## config.mk

```make
export PLATFORM = sky130hd
export DESIGN_NAME = maze_game_engine
export DESIGN_NICKNAME = d
export VERILOG_FILES = /design/src/rtl/maze_pkg.sv /design/src/rtl/maze_rect_hit.sv /design/src/rtl/maze_game_engine.sv
export SDC_FILE = /design/constraint.sdc
export NUM_CORES = 1
export LEC_CHECK = 0
export CORE_ASPECT_RATIO = 0.8
export CORE_MARGIN = 2
export CORE_UTILIZATION = 65
export DETAILED_ROUTE_END_ITERATION = 7
export PLACE_DENSITY = 0.88
export SETUP_SLACK_MARGIN = 0.1
export SLEW_MARGIN = 0
export SYNTH_ARGS = -nofsm -noshare
export SYNTH_HDL_FRONTEND = slang
export SYNTH_HIERARCHICAL = 1
export SYNTH_SLANG_ARGS = --single-unit
```

## constraint.sdc

```tcl
create_clock -name clk -period 15.4 [get_ports clk]
set_input_delay 2.31 -clock clk [delete_from_list [all_inputs] [get_ports clk]]
set_output_delay 2.31 -clock clk [all_outputs]
set_load 0.03 [all_outputs]
```

## src/rtl/maze_pkg.sv

```systemverilog
// Shared maze types: path rectangle table, goal rectangle, colours and game states.
package maze_pkg;

  typedef struct packed {
    logic [9:0] x0;
    logic [9:0] y0;
    logic [9:0] x1;
    logic [9:0] y1;
  } rect_t;

  typedef enum logic [1:0] {PLAY, HIT, WIN, OVER} state_t;

  // Path rectangles, half-open: x0 <= x < x1, y0 <= y < y1. Unused entries are empty.
  localparam rect_t MAZE_RECTS [16] = '{
    '{10'd40,  10'd47,  10'd200, 10'd80},
    '{10'd170, 10'd47,  10'd200, 10'd300},
    '{10'd170, 10'd270, 10'd400, 10'd300},
    '{10'd370, 10'd100, 10'd400, 10'd300},
    '{10'd370, 10'd100, 10'd600, 10'd130},
    '{10'd570, 10'd100, 10'd600, 10'd450},
    '{10'd300, 10'd420, 10'd600, 10'd450},
    '{10'd300, 10'd350, 10'd330, 10'd450},
    '{10'd0, 10'd0, 10'd0, 10'd0},
    '{10'd0, 10'd0, 10'd0, 10'd0},
    '{10'd0, 10'd0, 10'd0, 10'd0},
    '{10'd0, 10'd0, 10'd0, 10'd0},
    '{10'd0, 10'd0, 10'd0, 10'd0},
    '{10'd0, 10'd0, 10'd0, 10'd0},
    '{10'd0, 10'd0, 10'd0, 10'd0},
    '{10'd0, 10'd0, 10'd0, 10'd0}
  };

  // Goal sits inside the first corridor so it is always reachable over path.
  localparam rect_t GOAL_RECT = '{10'd100, 10'd47, 10'd130, 10'd80};

  // Colours packed as {red, green, blue}, 10 bits each.
  localparam logic [29:0] COL_PLAYER = {10'h3ff, 10'h3ff, 10'h000};
  localparam logic [29:0] COL_HIT    = {10'h3ff, 10'h000, 10'h000};
  localparam logic [29:0] COL_GOAL   = {10'h000, 10'h3ff, 10'h000};
  localparam logic [29:0] COL_PATH   = {10'h200, 10'h200, 10'h200};
  localparam logic [29:0] COL_WALL   = {10'h000, 10'h000, 10'h3ff};

  function automatic logic in_rect(input logic [9:0] px, input logic [9:0] py, input rect_t r);
    return (px >= r.x0) && (px < r.x1) && (py >= r.y0) && (py < r.y1);
  endfunction

endpackage

```

## src/rtl/maze_rect_hit.sv

```systemverilog
// Reports whether a point lies in any of the first NUM_RECTS path rectangles.
module maze_rect_hit
  import maze_pkg::*;
#(
  parameter int NUM_RECTS = 8
) (
  input  logic [9:0] px,
  input  logic [9:0] py,
  output logic       hit
);

  // OR of the per-rectangle containment tests
  always_comb begin
    hit = 1'b0;
    for (int i = 0; i < NUM_RECTS; i++) begin
      if (in_rect(px, py, MAZE_RECTS[i])) hit = 1'b1;
    end
  end

endmodule

```

## src/rtl/maze_game_engine.sv

```systemverilog
// Maze game: player square moved by buttons once per frame tick, wall collisions
// cost a life, goal detection, and registered pixel colour for the DAC.
module maze_game_engine
  import maze_pkg::*;
#(
  parameter int SQ_SIZE    = 15,
  parameter int START_X    = 55,
  parameter int START_Y    = 55,
  parameter int STEP       = 1,
  parameter int TICK_LINE  = 481,
  parameter int NUM_RECTS  = 8,
  parameter int LIVES      = 3,
  parameter int HIT_FRAMES = 30
) (
  input  logic       clk,
  input  logic       reset,
  input  logic [9:0] x,
  input  logic [9:0] y,
  input  logic       moveup,
  input  logic       movedown,
  input  logic       moveleft,
  input  logic       moveright,
  output logic [9:0] red,
  output logic [9:0] green,
  output logic [9:0] blue,
  output logic [2:0] lives_left,
  output logic       won,
  output logic       hit_pulse
);

  // flash_cnt needs bit 2 for the flash pattern even for tiny HIT_FRAMES
  localparam int FW = ($clog2(HIT_FRAMES + 1) < 3) ? 3 : $clog2(HIT_FRAMES + 1);

  localparam logic signed [10:0] STEP_S  = 11'(STEP);
  localparam logic signed [10:0] SQ_S    = 11'(SQ_SIZE);
  localparam logic [9:0]         SQ_W    = 10'(SQ_SIZE);
  localparam logic [9:0]         START_XW = 10'(START_X);
  localparam logic [9:0]         START_YW = 10'(START_Y);
  localparam logic [2:0]         LIVES_W = 3'(LIVES);
  localparam logic [FW-1:0]      HIT_W   = FW'(HIT_FRAMES);

  state_t          state, state_d;
  logic [9:0]      x1, y1;
  logic [FW-1:0]   flash_cnt;
  logic            armed;
  logic            refr_tick, any_btn, move_req;
  logic signed [10:0] cand_x, cand_y;
  logic [9:0]      cx_lo, cx_hi, cy_lo, cy_hi;
  logic [3:0]      corner_ok;
  logic            oob, legal, in_goal;
  logic            collide, commit, restart, arm;
  logic            square_on, pix_goal, pix_path;
  logic [29:0]     col_p0, rgb_p1;

  assign refr_tick = (y == 10'(TICK_LINE)) && (x == 10'd0);
  assign any_btn   = ~(moveup & movedown & moveleft & moveright);

  // Candidate position for this tick; priority up > down > left > right
  always_comb begin
    cand_x   = $signed({1'b0, x1});
    cand_y   = $signed({1'b0, y1});
    move_req = 1'b1;
    if (!moveup)         cand_y = cand_y - STEP_S;
    else if (!movedown)  cand_y = cand_y + STEP_S;
    else if (!moveleft)  cand_x = cand_x - STEP_S;
    else if (!moveright) cand_x = cand_x + STEP_S;
    else                 move_req = 1'b0;
  end

  assign cx_lo = cand_x[9:0] + 10'd1;
  assign cx_hi = cand_x[9:0] + SQ_W;
  assign cy_lo = cand_y[9:0] + 10'd1;
  assign cy_hi = cand_y[9:0] + SQ_W;

  maze_rect_hit #(.NUM_RECTS(NUM_RECTS)) u_c0 (.px(cx_lo), .py(cy_lo), .hit(corner_ok[0]));
  maze_rect_hit #(.NUM_RECTS(NUM_RECTS)) u_c1 (.px(cx_hi), .py(cy_lo), .hit(corner_ok[1]));
  maze_rect_hit #(.NUM_RECTS(NUM_RECTS)) u_c2 (.px(cx_lo), .py(cy_hi), .hit(corner_ok[2]));
  maze_rect_hit #(.NUM_RECTS(NUM_RECTS)) u_c3 (.px(cx_hi), .py(cy_hi), .hit(corner_ok[3]));

  // Negative candidate or far edge off-screen is a collision regardless of corners
  assign oob     = cand_x[10] || cand_y[10] ||
                   ((cand_x + SQ_S) >= 11'sd640) || ((cand_y + SQ_S) >= 11'sd480);
  assign legal   = !oob && (&corner_ok);
  // The goal is convex, so two opposite corners inside means the whole square is
  assign in_goal = in_rect(cx_lo, cy_lo, GOAL_RECT) && in_rect(cx_hi, cy_hi, GOAL_RECT);

  // Next-state and action decode, evaluated for use on the tick cycle
  always_comb begin
    state_d = state;
    collide = 1'b0;
    commit  = 1'b0;
    restart = 1'b0;
    arm     = 1'b0;
    case (state)
      PLAY: begin
        if (move_req) begin
          if (!legal) begin
            collide = 1'b1;
            state_d = (lives_left == 3'd1) ? OVER : HIT;
          end else begin
            commit = 1'b1;
            if (in_goal) state_d = WIN;
          end
        end
      end
      HIT: begin
        if (flash_cnt <= FW'(1)) state_d = PLAY;
      end
      WIN, OVER: begin
        if (armed && any_btn) begin
          restart = 1'b1;
          state_d = PLAY;
        end else if (!any_btn) begin
          arm = 1'b1;
        end
      end
      default: state_d = PLAY;
    endcase
  end

  // State register advances only on frame ticks
  always_ff @(posedge clk) begin
    if (reset)          state <= PLAY;
    else if (refr_tick) state <= state_d;
  end

  // Position, lives, flash counter, re-arm flag and the collision pulse
  always_ff @(posedge clk) begin
    if (reset) begin
      x1         <= START_XW;
      y1         <= START_YW;
      lives_left <= LIVES_W;
      flash_cnt  <= '0;
      armed      <= 1'b0;
      hit_pulse  <= 1'b0;
    end else begin
      hit_pulse <= refr_tick && collide;
      if (refr_tick) begin
        if (collide) begin
          lives_left <= lives_left - 3'd1;
          x1         <= START_XW;
          y1         <= START_YW;
          flash_cnt  <= HIT_W;
        end
        if (commit) begin
          x1 <= cand_x[9:0];
          y1 <= cand_y[9:0];
        end
        if (state == HIT && flash_cnt != '0) flash_cnt <= flash_cnt - FW'(1);
        if (arm) armed <= 1'b1;
        if (restart) begin
          lives_left <= LIVES_W;
          x1         <= START_XW;
          y1         <= START_YW;
          armed      <= 1'b0;
        end
      end
    end
  end

  maze_rect_hit #(.NUM_RECTS(NUM_RECTS)) u_pix (.px(x), .py(y), .hit(pix_path));

  assign pix_goal  = in_rect(x, y, GOAL_RECT);
  assign square_on = ({1'b0, x} > {1'b0, x1}) && ({1'b0, x} <= ({1'b0, x1} + 11'(SQ_SIZE))) &&
                     ({1'b0, y} > {1'b0, y1}) && ({1'b0, y} <= ({1'b0, y1} + 11'(SQ_SIZE)));

  // Pixel colour selection by priority; background recoloured in WIN/OVER
  always_comb begin
    col_p0 = COL_WALL;
    if (square_on)     col_p0 = (state == HIT && flash_cnt[2]) ? COL_HIT : COL_PLAYER;
    else if (pix_goal) col_p0 = COL_GOAL;
    else if (pix_path) col_p0 = COL_PATH;
    else if (state == WIN)  col_p0 = COL_GOAL;
    else if (state == OVER) col_p0 = COL_HIT;
  end

  // Pixel stage boundary: one clock from (x,y) to DAC
  always_ff @(posedge clk) begin
    if (reset) rgb_p1 <= '0;
    else       rgb_p1 <= col_p0;
  end

  assign red   = rgb_p1[29:20];
  assign green = rgb_p1[19:10];
  assign blue  = rgb_p1[9:0];
  assign won   = (state == WIN);

endmodule

```

==> results of run 1 <==
[power by group through the flow]
stage	Combinational, mW	Clock [mW]	Sequential (mW)
floorplan	0.0702	0	0.105
global placement	0.104	0	0.103
detailed placement	0.105	0	0.103
CTS	0.106	0.137	0.101
global route	0.118	0.142	0.101
finish	0.109	0.137	0.101
[routing by layer]
metal	vias up	track usage, %	routed length [µm]
met2	515	51.1	9220
met4	0	5.27	293
li1	3960	-	-
met3	42	7.68	2720
met5	-	0	0
met1	3884	50.4	9800
[kinds of logic after synthesis]
family,count (synthesis)
buf+inv,142
mux,7
compound gates,323
flops,38
fa+ha+maj,55
simple gates,411
xor+xnor,70
[area by class of cell]
class,instances,area (µm²)
clock buffer,5,125
clock inverter,3,68.8
fill,911,3210
inverter,46,173
multi-input combinational,866,6050
sequential,38,761
tap,148,185
timing repair buffer,89,818
[path summary, 6_finish.rpt]
path / from / endpoint / slack, ps / cells past startpoint
max: moveup / x1[0] / 6120 / 21
min reg2reg: armed / armed / 500 / 2
max reg2reg: y1[0] / x1[0] / 8120 / 25
min: armed / armed / 500 / 2
[critical path, cell delays in order]
cell	delay [ps]
clkdlybuf4s50_1	940
nand2_1	510
o32ai_1	460
xnor2_1	450
o211ai_1	520
nor4_1	640
xnor2_1	190
buf_4	270
nor2_1	120
a311o_1	280
nor4b_1	260
o22ai_1	150
o2111ai_1	160
nand4_1	180
a41oi_1	210
o311ai_0	180
a311oi_2	350
nand4_1	250
or2_1	470
or3_1	370
a21o_1	170
[layout by cell type, fill, tap and decap left out, drive strengths merged, types with 38 or more instances in the layout]
cell type / Yosys / routed
a21oi: 57 / 57
ha: 55 / 55
xnor2: 61 / 61
dfxtp: 38 / 38
clkdlybuf4s50: 0 / 60
inv: 46 / 46
o21ai: 58 / 58
nor2: 78 / 78
nand2: 74 / 74
nand3: 38 / 38
nor3: 46 / 46
[state kept, by name, indices dropped and copies added, names as in the netlist]
name,flops
armed,1
hit_pulse,1
flash_cnt,5
lives_left,3
x1,10
state,2
rgb_p1,6
y1,10
[stage by stage]
step	utilization, %	worst slack [ps]	hold slack (ps)	area, µm²
after floorplan	-	7850	445	7530
after global placement	70.1	6540	458	7990
after detailed placement	70.1	6180	488	7990
after CTS	71.8	6370	496	8180
after global routing	71.8	5660	523	8180
final	71.8	6120	498	8180
==> summary.md, run 1 <==
| Metric | Value |
|---|---|
| Final-report setup violation count | `0` |
| Non-filler cells, final | `1195` |
| Net count of the mapped netlist | `1127` |
| Ratio of cells with drive above 1 in the final layout | `8.21%` |
| RSZ-0062 raised after global routing | `no` |
| Drt wl/cell | `between 15 and 20 µm` |
| Highest achievable clock rate | `around 110 MHz` |
| Final Power | `0.347 mW` |
| Htree depth | `2` |
| Number of enable-type register cells in the synthesized netlist | `0` |
| GRT Residual Overflow | `0` |
| Number of buffers created by CTS | `5` |
| Ys async rst share | `0%` |
| DRC violations left | `0` |
| Total internal power | `0.235 mW` |
| Mapped Avg Cell Area | `7.20 µm²` |
| Post-CTS Setup Bufs | `0` |
| Crit path capture type | `flip-flop` |
| Average vias per placed instance | `7.03` |
| Via count of the first global-routing pass | `around 7000` |
| Post-synth top area cell | `dfxtp_1` |
| Hold buffer count at cts | `0` |
| Total of buffers placed on input and output ports | `60` |
| Startpoint type of the worst setup path | `input port` |
| Setup Skew | `6.25 ps` |
| Combinational family with the most area after synthesis | `compound AO/OA/AOI/OAI gates` |
| DRT iter0 DRCs | `1218` |
| Insertion delay to the later sink of the worst-skew pair | `280 ps` |
| Clock-pin slew of the registers on the worst-case setup and hold paths | `60 ps` |
| Cell area power density | `around 42 nW/µm²` |
| Synth Register Bits | `38` |
| Most frequent cells after synthesis | `78 x nor2_1, 70 x nand2_1, 60 x xnor2_1` |
| Horizontal extent of the die | `~120 µm` |
| Number of top-level pins | `61` |
| Combined area of all synthesized cells | `between 7000 and 8000 µm²` |
| Height of the die | `100 µm` |
| Total count of max-transition violations in the final report | `0` |
| Detailed Route WL | `approximately 22000 µm` |
| Gate Count Post-Synth | `1046` |
| Total of max-cap violations | `0` |
| Final period util | `about three fifths` |
| Routability congestion estimate | `just over 1` |
| Slew @ Worst Pin | `roughly 1100 ps` |
| Fraction of the mapped netlist area in compound gates | `31.4%` |
| Required arrival time at the worst endpoint | `15580 ps` |
| Status | `completed` |
| Path category of the worst min-delay check | `reg -> reg` |
| Top cell type's share of synthesized area | `10.1%` |
| Most frequently used flop master after synthesis | `dfxtp_1` |
| Core area | `11400 µm²` |
| Clock tree from TritonCTS | `yes` |
| Post-synthesis adder-cell area fraction | `9.14%` |
| Max_slew headroom | `24.1%` |
| Mux contribution to synthesized area | `0.963%` |
| Static power due to leakage | `3.02 nW` |
| Largest cells by area after synthesis | `dfxtp_1 10%, ha_1 9.1%, xnor2_1 7.0%, nor2_1 3.9%, a21oi_1 3.8%` |
| P&R area growth vs syn | `8.59%` |
| Clock power share | `39.5%` |
| Root cell of the clock tree | `clkbuf_16` |
| Worst-case clock buffer depth | `2` |
| Sequential cell area fraction in the yosys report | `between 10% and 20%` |
| Drt first pass iters | `6` |
| Post-synthesis share of cell area spent on xor and xnor gates | `8.24%` |
| Worst vdd ir | `0.0823 mV` |
| Time the worst path needs with I/O delays and setup | `just over 9000 ps` |
| Sw Share | `32.4%` |
| Most numerous cell in the Yosys netlist | `nor2_1` |
| NetSw | `between 0.1 and 0.15 mW` |
| Post-cts gate resize count | `0` |
| Cell Rows | `35` |
| Post-synthesis share of cell area spent on and, or, nand and nor gates | `30.6%` |
| Number of placed instances with taps included | `1187` |
| NumNets Final | `1127` |
| Routed vias | `around 8400` |
| Sum of negative setup slack | `0 ps` |
| Antenna diodes | `0` |
| Yosys warnings | `6` |
| Final hold violation count | `0` |
| Logic gate share of total power | `31.5%` |
| HPWL after detailed placement | `16400 µm` |
| Share of total power in sequential cells | `between 20% and 30%` |
| Global-route wire length before repair | `between 30000 and 40000 µm` |
| Antenna violations before repair | `0` |
| Count of cell types in the netlist | `94` |
| Antenna Nets Post-Route | `0` |
| Crit Path Max Fanout | `22` |
| Total Routing Usage GR | `34.0%` |
| Pin count of the biggest net entering global routing | `39` |
| Effective utilization at floorplan | `66.2%` |
| Category of the critical setup timing path | `in -> reg` |
| Die footprint | `12500 µm²` |
| Number of clock sinks | `38` |
| WP data arrival | `9470 ps` |
No activity file was read; power rests on OpenSTA's default activity.
==> inputs of run 2 (changes only) <==
--- a/config.mk
+++ b/config.mk
@@ -7,9 +7,9 @@
 export LEC_CHECK = 0
 export CORE_ASPECT_RATIO = 0.8
 export CORE_MARGIN = 2
-export CORE_UTILIZATION = 65
+export CORE_UTILIZATION = 61
 export DETAILED_ROUTE_END_ITERATION = 7
-export PLACE_DENSITY = 0.88
+export PLACE_DENSITY = 0.83
 export SETUP_SLACK_MARGIN = 0.1
 export SLEW_MARGIN = 0
 export SYNTH_ARGS = -nofsm -noshare
==> constraint.sdc (replaced) <==
create_clock -name clk -period 8.8 [get_ports clk]
set_input_delay 1.32 -clock clk [delete_from_list [all_inputs] [get_ports clk]]
set_output_delay 1.32 -clock clk [all_outputs]
set_load 0.03 [all_outputs]
==> summary.md, run 2 (synthesis results as in run 1) <==
| Metric | Value |
|---|---|
| Status | `completed` |
| DRC violations left | `0` |
| Number of buffers created by CTS | `5` |
| Non-filler cells, final | `1201` |
| Via count of the first global-routing pass | `6870` |
| Cell Rows | `36` |
| Hold buffer count at cts | `0` |
| Slew @ Worst Pin | `1190 ps` |
| Htree depth | `2` |
| Total of max-cap violations | `0` |
| Drt wl/cell | `18.2 µm` |
| Final Power | `0.553 mW` |
| Max_slew headroom | `20.1%` |
| Most frequent cells in the layout | `78 x nor2_1, 70 x nand2_1, 60 x xnor2_1, 60 x clkdlybuf4s50_1, 57 x a21oi_1` |
| Final-report setup violation count | `0` |
| Worst vdd ir | `around 0.077 mV` |
| Final period util | `93.1%` |
| NumNets Final | `1129` |
| Post-CTS Setup Bufs | `0` |
| Die footprint | `between 10000 and 15000 µm²` |
| Startpoint type of the worst setup path | `input port` |
| Cell area after layout | `8160 µm²` |
| Crit Path Max Fanout | `22` |
| Number of placed instances with taps included | `about 1200` |
| Total count of max-transition violations in the final report | `0` |
| Pre-CTS worst setup slack | `614 ps` |
| Time the worst path needs with I/O delays and setup | `8190 ps` |
| Static power due to leakage | `3.01 nW` |
| Antenna Nets Post-Route | `0` |
| Worst-case clock buffer depth | `2` |
| Clock-pin slew of the registers on the worst-case setup and hold paths | `roughly 60 ps` |
| Most frequent standard cell in the layout excluding fill and tap cells | `nor2_1` |
| Effective utilization at floorplan | `slightly above 60%` |
| Slowest CP cell | `clkdlybuf4s50_1` |
| GRT Residual Overflow | `0` |
| Number of clock sinks | `38` |
| Routed vias | `around 8200` |
| Setup Skew | `4.42 ps` |
| Antenna diodes | `0` |
| Detailed Route WL | `21900 µm` |
| Number of top-level pins | `61` |
| HPWL after detailed placement | `16500 µm` |
| Sum of negative setup slack | `0 ps` |
| Required arrival time at the worst endpoint | `8980 ps` |
| Crit path capture type | `flip-flop` |
| Final hold violation count | `0` |
| Height of the die | `103 µm` |
| Series of cell instances along the critical path | `clkdlybuf4s50_1 -> and2_1 -> xnor2_1 -> inv_1 -> ha_1 -> inv_1 -> a221oi_1 -> nor2_1 -> and4_1 -> xor2_1 -> or3_1 -> a211oi_1 -> nor4b_1 -> o22ai_1 -> o2111ai_1 -> nand4_1 -> a41oi_1 -> o311ai_0 -> a311oi_2 -> nand4_1 -> or2_1 -> or3_1 -> a21o_1` |
| Pin count of the biggest net entering global routing | `39` |
| Least setup slack across all paths after layout | `607 ps` |
| Routability congestion estimate | `0.979` |
| DRT iter0 DRCs | `1217` |
| Largest registers | `x1 x10, y1 x10, rgb_p1 x6` |
| WP data arrival | `8380 ps` |
| Global-route wire length before repair | `35200 µm` |
| Antenna violations before repair | `0` |
| Post-cts gate resize count | `0` |
| Horizontal extent of the die | `128 µm` |
| P&R area growth vs syn | `8.29%` |
| Final core occ | `67.3%` |
| Worst slack on hold paths | `467 ps` |
| Path category of the worst min-delay check | `reg -> reg` |
| Category of the critical setup timing path | `in -> reg` |
| Clock tree from TritonCTS | `yes` |
| Root cell of the clock tree | `clkbuf_16` |
| Total of buffers placed on input and output ports | `60` |
| Cell area power density | `67.8 nW/µm²` |
| Highest achievable clock rate | `122 MHz` |
| Core area | `12100 µm²` |
| Total Routing Usage GR | `32.2%` |
| Insertion delay to the later sink of the worst-skew pair | `about 290 ps` |
| Drt first pass iters | `5` |
| Ratio of cells with drive above 1 in the final layout | `under 10%` |
| Average vias per placed instance | `6.87` |
| Largest stage delay, worst path | `a little over 900 ps` |
| RSZ-0062 raised after global routing | `no` |
| Dpl cell area | `8010 µm²` |
[run 2: cell count changes in the layout (fill, tap and decap cells not counted), sizes merged]
cell	previous run	this run
buf	29	31
bufinv	2	0
clkbuf	5	6
clkinvlp	0	1
[run 2: per-layer routing]
layer | track usage, % | part of all wire (%)
met1 | 49.5 | 47
met2 | 47.6 | 41
met3 | 6.33 | 11
met4 | 3.21 | 0.44
met5 | 0 | 0
[run 2: area by class of cell]
type,count,area [µm²]
Clock buffer,6,139
Clock inverter,2,12.5
Fill cell,1017,3960
Inverter,46,173
Multi-Input combinational cell,866,6050
Sequential cell,38,761
Tap cell,152,190
Timing Repair Buffer,91,833
[run 2: worst paths after layout]
kind           from  endpoint  slack, ps  cells after the start
max          moveup     x1[0]        610                     23
min           armed     armed        470                      2
max reg2reg   y1[0]     x1[0]       1520                     24
min reg2reg   armed     armed        470                      2
[run 2: critical path, delay by kind of cell]
| kind | cells | cell delay (ps) |
|---|---|---|
| xor+xnor | 2 | 760 |
| simple gates | 9 | 2850 |
| buf+inv | 3 | 1270 |
| fa+ha+maj | 1 | 250 |
| compound gates | 8 | 1890 |
[run 2: where the power goes]
part / total [mW] / internal (mW) / switching, mW
combinational: 0.190 / 0.0733 / 0.116
clock: 0.188 / 0.112 / 0.0754
sequential: 0.176 / 0.174 / 0.00189
